### src/rtl/key_debounce_multi.sv
// Multi-channel key debouncer: 2-flop synchronisers, a shared sample-tick prescaler,
// per-key agree/hold counters, registered press/release/long strobes and an LED driver.
`timescale 1ns/1ps
module key_debounce_multi #(
  parameter int N_KEYS     = 4,
  parameter int SCAN_DIV   = 1000000,
  parameter int STABLE_N   = 3,
  parameter int LONG_TICKS = 50,
  parameter int LED_MODE   = 0
) (
  input  logic              clk,
  input  logic              rst,
  input  logic [N_KEYS-1:0] key_in,
  output logic [N_KEYS-1:0] key_state,
  output logic [N_KEYS-1:0] press_pulse,
  output logic [N_KEYS-1:0] release_pulse,
  output logic [N_KEYS-1:0] long_pulse,
  output logic [N_KEYS-1:0] led_out
);

  localparam int PW = (SCAN_DIV > 1) ? $clog2(SCAN_DIV) : 1;

  logic [PW-1:0]     presc;
  logic              tick;
  logic [N_KEYS-1:0] sync1;
  logic [N_KEYS-1:0] sync2;
  logic [N_KEYS-1:0] sample;

  assign tick = (presc == PW'(SCAN_DIV - 1));

  always_ff @(posedge clk) begin
    if (rst || tick) presc <= '0;
    else             presc <= presc + PW'(1);
  end

  // Synchronisers reset to the released (high) level so reset never looks like a press.
  always_ff @(posedge clk) begin
    if (rst) begin
      sync1 <= '1;
      sync2 <= '1;
    end else begin
      sync1 <= key_in;
      sync2 <= sync1;
    end
  end

  assign sample = ~sync2;

  for (genvar i = 0; i < N_KEYS; i++) begin : g_ch
    logic [3:0] agree;
    logic [3:0] agree_inc;
    logic [9:0] hold;
    logic       hold_at;
    logic       hold_at_d;
    logic       state;
    logic       state_d;
    logic       press_r;
    logic       release_r;
    logic       long_r;
    logic       led_r;

    assign agree_inc = agree + 4'd1;
    assign hold_at   = (hold == 10'(LONG_TICKS));

    always_ff @(posedge clk) begin
      if (rst) begin
        agree <= '0;
        state <= 1'b0;
      end else if (tick) begin
        if (sample[i] != state) begin
          if (agree_inc == 4'(STABLE_N)) begin
            state <= ~state;
            agree <= '0;
          end else begin
            agree <= agree_inc;
          end
        end else begin
          agree <= '0;
        end
      end
    end

    // Hold counter saturates, so hold_at stays high until release and long fires once.
    always_ff @(posedge clk) begin
      if (rst || !state)         hold <= '0;
      else if (tick && !hold_at) hold <= hold + 10'd1;
    end

    always_ff @(posedge clk) begin
      if (rst) begin
        state_d   <= 1'b0;
        hold_at_d <= 1'b0;
        press_r   <= 1'b0;
        release_r <= 1'b0;
        long_r    <= 1'b0;
        led_r     <= 1'b0;
      end else begin
        state_d   <= state;
        hold_at_d <= hold_at;
        press_r   <= state & ~state_d;
        release_r <= ~state & state_d;
        long_r    <= hold_at & ~hold_at_d;
        if (LED_MODE == 1) led_r <= state;
        else               led_r <= led_r ^ (state & ~state_d);
      end
    end

    assign key_state[i]     = state;
    assign press_pulse[i]   = press_r;
    assign release_pulse[i] = release_r;
    assign long_pulse[i]    = long_r;
    assign led_out[i]       = led_r;
  end

endmodule
### config.mk
export PLATFORM = sky130hd
export DESIGN_NAME = key_debounce_multi
export DESIGN_NICKNAME = d
export VERILOG_FILES = /design/src/rtl/key_debounce_multi.sv
export SDC_FILE = /design/constraint.sdc
export NUM_CORES = 1
export LEC_CHECK = 0
export ABC_AREA = 1
export BUFFER_PORTS_ARGS = -buffer_cell sky130_fd_sc_hd__buf_4
export CELL_PAD_IN_SITES_DETAIL_PLACEMENT = 1
export CELL_PAD_IN_SITES_GLOBAL_PLACEMENT = 2
export CORE_MARGIN = 4
export CORE_UTILIZATION = 37
export CTS_BUF_LIST = sky130_fd_sc_hd__clkbuf_4 sky130_fd_sc_hd__clkbuf_8
export DETAILED_ROUTE_END_ITERATION = 6
export PLACE_DENSITY = 0.86
export SYNTH_ARGS = -nofsm -noshare
export SYNTH_HDL_FRONTEND = slang
export SYNTH_SLANG_ARGS = --single-unit
### constraint.sdc
create_clock -name clk -period 1.9 [get_ports clk]
set_input_delay 0 -clock clk [delete_from_list [all_inputs] [get_ports clk]]
set_output_delay 0 -clock clk [all_outputs]
set_load 0.01 [all_outputs]
### Word level (Yosys, flattened, before mapping)

Cells that the tools add are included.

* bits in registers: 112
* input bits: 6
* output and inout bits: 20
* logic and storage cells: 119

* $add $sub $neg: 9
* eq/ne operators: 13
* muxes and demuxes: 8
* bitwise operators: 29
* reductions and logical operators: 21

Operators with widths (number)
* 10-bit by 1-bit adder with 10-bit output (second input constant): 4
* 10-bit by 6-bit equality test with 1-bit output (second input constant): 4
* 4-bit two-way mux: 8
* 20-bit by 1-bit adder with 20-bit output (second input constant): 1
* 20-bit equality test (second input constant): 1
* 4-bit by 1-bit adder with 4-bit output (second input constant): 4
* 4-bit by 2-bit equality test with 1-bit output (second input constant): 4
* 1-bit AND: 12
* 1-bit inverter: 12
* 3-bit AND reduction: 4
* 1-bit logical NOT: 8
* 1-bit logical OR: 5
* 1-bit logical AND: 4
* 1-bit != test: 4
* 4-bit inverter: 1
* 1-bit bitwise XOR: 4

### Depth between registers and ports, before layout

* depth in word-level cells: 4
* mapped depth: 10
* depth with buffers taken out: 10

### Worst setup path after synthesis

No wires, ideal clock.

* path kind: reg-to-reg
* start point: register presc[0]
* end point: register presc[11]
* library setup time: 0.122 ns
* data arrival time: 1.457 ns
* required time: 1.778 ns
* slack: 0.321 ns
* cell stages (with the launch flop): 9
* path buffers: 2
* period minus slack after synthesis: 1.579 ns
* cell sequence: dfxtp_1 -> ha_1 -> nand3_1 -> nor2_2 -> nand3_4 -> nand2_2 -> buf_4 -> buf_6 -> a21oi_1

* cells in the longest elaborated chain, start to end: 2
* elaborated cells between the ends (all ways): 3
* those cells by class: add/sub: 1; eq/ne: 1; reduce/logical: 1

RTL lines
* start, declared: line 23 `logic [PW-1:0] presc;`
* start signal, assigned: line 33 `else presc <= presc + PW'(1);`
* parallel branches: the longest is 2 deep, another holds 20-bit by 1-bit adder with 20-bit output

Parallel ways; which one is timed is not known.
A chain may end at the register's enable or synchronous reset.

### Worst setup path after layout

* start point: register presc[1]
* end point: register g_ch[2].hold[7]

* cells in the longest elaborated chain, start to end: 2

RTL lines
* 20-bit equality test: line 29 `assign tick = (presc == PW'(SCAN_DIV - 1));`
* 1-bit logical AND: line 86 `else if (tick && !hold_at) hold <= hold + 10'd1;`
* end signal, assigned: line 86
* end, declared: line 52 `logic [9:0] hold;`

No other way between the ends.

==> results.yml <==
run_status:
  outcome: "completed"
timing:
  setup_viol: 0
  hold_viol: 0
  worstMarginPinSlew_ps: 421
  relSlewSlack: 0.717
  finalCritPeriodShare: 0.934
  fin_tns_setup_ps: 0
  fin_hold_ws_ps: 324
  drv_slew: 0
  fmax_mhz: 563
  post-route-min-period_ps: 1770
  fin_worst_skew_ps: 9.04
  rsz0062_at_grt: "true"
clock_network:
  cts_made_buffers: 9
  clk_latency_ps: 390
  clockBufferDepth: 2
  cts_tree: "done"
  path_clk_slew_ps: 110
  cts_sinks: 112
  cts_setup_buffers: 0
  cts_max_level: 3
  cts-root-buf: "clkbuf_8"
synth:
  ys.flop_type: "dfxtp_1"
  synth_common_cells: "nand2_1, dfxtp_1, nor2_1"
  syn_area_mm2: 0.00562
  synth_top_cell_by_area: "dfxtp_1"
  ys_seq_area_frac: 0.399
  synth_most_common_cell: "nand2_1"
  syn_avg_cell_area_um2: 7.12
  synth_top_area_frac: 0.399
  synthArstFlopShare: 0
  synth_cell_types: 29
  synth_edf_count: 0
  synth_area_leaders: "dfxtp_1, nand2_1, nor2_1, inv_1, a21oi_1"
  synth_warnings: 0
  netlist_instances: 789
  ys_seq_elements: 112
  syn_nets: 812
setup_path:
  endpoint_kind: "flop"
  crit_cells: 7
  rr_worst_depth: 7
  max_stage_delay_ps: 380
  reg2reg_from: "presc[1]$_SDFF_PP0_"
  critPathKind: "flop to flop"
  path_delay_family: "simple AND/OR/NAND/NOR gates"
  crit_chain: "ha_1 -> nand3_1 -> nor2_2 -> nand3_4 -> nor2_4 -> nand2_1 -> a21oi_1"
  crit_arrival_ps: 2090
  critPathLaunch: "presc[1]$_SDFF_PP0_"
  path_max_fanout: 9
  crit_required_ps: 2220
  worst-path-buf-inv: 0
  critPathLaunchType: "flop"
  cp_slowest_cell: "dfxtp_1"
die:
  io_pins: 26
  initial_core_util: 0.382
  coreArea_mm2: 0.0147
  rows: 44
  die_area_mm2: 0.0172
  die_w_um: 131
  die_h_um: 131
route:
  vias: 4852
  vias_per_cell: 4.90
  drt_iter0_drc: 232
  finalWirelength_um: 13600
  first_pass_iters: 4
  ant_nets: 0
  wl_per_cell_um: 13.8
  post-route-drc-count: 0
global_route:
  grt_remaining_overflow: 0
  antenna_found_initial: 0
  grt_pass1_wl_um: 23600
  first_global_vias: 5006
  grt_max_degree: 36
  groute.usage.overall: 0.162
finish:
  synthToLayoutAreaGrowth_pct: 9.06
  fin_nets: 825
  n_antenna_cell: 0
  post-route-cell-area_mm2: 0.00613
  drive_gt1_frac: 0.110
  postLayoutCoreUtil: 0.417
  fill_cells: 1866
min_path:
  min_from: "key_in[3]"
  hold_class: "input port to flop"
  min_path_cells: 3
placed_design:
  dpl.hpwl_um: 10100
  place_area_mm2: 0.00588
  io_buffers: 25
  gp_congestion: 0.770
job:
  max_cap_violations: 0
power:
  ir_drop_mv: 0.428
  p_per_area_mw_per_mm2: 625
  power_mw: 3.83
  power_leakage_nw: 2.24
-- worst reg2reg max path, cell delays in order, from the launching register on --
cell and delay, ps:
dfxtp_1 380, ha_1 190, nand3_1 160, nor2_2 200
nand3_4 220, nor2_4 300, nand2_1 80, a21oi_1 180
-- routing by layer --
metal	GRT usage	wire, um	up-vias
met5	0	0	-
met4	0.0356	127	0
met3	0.0367	319	8
met2	0.285	6570	28
met1	0.203	6620	2329
li1	-	-	2487
-- final timing paths --
check / slack (ps) / endpoint
max: 130 / g_ch[2].hold[7]$_SDFFE_PP0P_
min: 320 / sync1[3]$_SDFF_PP1_
max reg2reg: 130 / g_ch[2].hold[7]$_SDFFE_PP0P_
min reg2reg: 400 / g_ch[0].long_r$_SDFF_PP0_
-- layout by cell type (no fill, tap or decap), types with 17 or more instances in the layout --
cell	Yosys	final
nand3_1	42	42
nor2_1	99	99
inv_1	74	74
nor3_1	27	27
xor2_1	21	21
xnor2_1	20	20
a21oi_1	52	52
buf_4	21	32
nand2_1	205	205
dfxtp_1	112	112
ha_1	17	17
-- sequential cells by signal, indices dropped and copies added (netlist names) --
name,flops
g_ch.long_r,4
g_ch.led_r,4
g_ch.hold_at_d,4
g_ch.state_d,4
g_ch.release_r,4
g_ch.agree,16
sync2,4
presc,20
g_ch.state,4
sync1,4
g_ch.hold,40
g_ch.press_r,4
-- power by group --
part           internal [mW]  leakage, nW  switching [mW]  total (mW)
Sequential              2.36        0.904         0.00791        2.37
Combinational         0.0358         1.24          0.0476      0.0834
Clock                  0.513       0.0937           0.863        1.38
Total                   2.91         2.24           0.919        3.83
-- metrics by stage --
step                      setup WS [ps]  cells
after floorplan                     321    789
after global placement              120    969
after detailed placement           19.9    969
after CTS                          24.3    990
after global routing              -6.97    991
final                               125    991
-- timing repair --
action,CTS,global route
hold buffers,5,0
gates resized for setup,0,1
setup endpoints to repair,0,36
hold endpoints to repair,5,0
-- kinds of logic (layout without fill, tap and decap cells) --
| logic type | count (synthesis) | after routing | synth area share |
|---|---|---|---|
| adders and majority gates | 17 | 17 | 0.0379 |
| and+or+nand+nor | 432 | 433 | 0.343 |
| AOI/OAI and AO/OA | 69 | 69 | 0.0619 |
| xor gates and xnor gates | 41 | 41 | 0.0639 |
| DFF | 112 | 112 | 0.399 |
| buffers and inverters | 118 | 135 | 0.0944 |
-- cell type report --
class	instances	area, um2	area share
well taps	184	230	0.0376
repair buffers	38	310	0.0506
clock buffers	10	131	0.0214
clock inverters	6	52.6	0.00858
multi-input cells	560	2860	0.466
flip-flops and latches	112	2240	0.366
inverters	81	304	0.0496
Note: power is estimated with default switching activity, not from simulation.
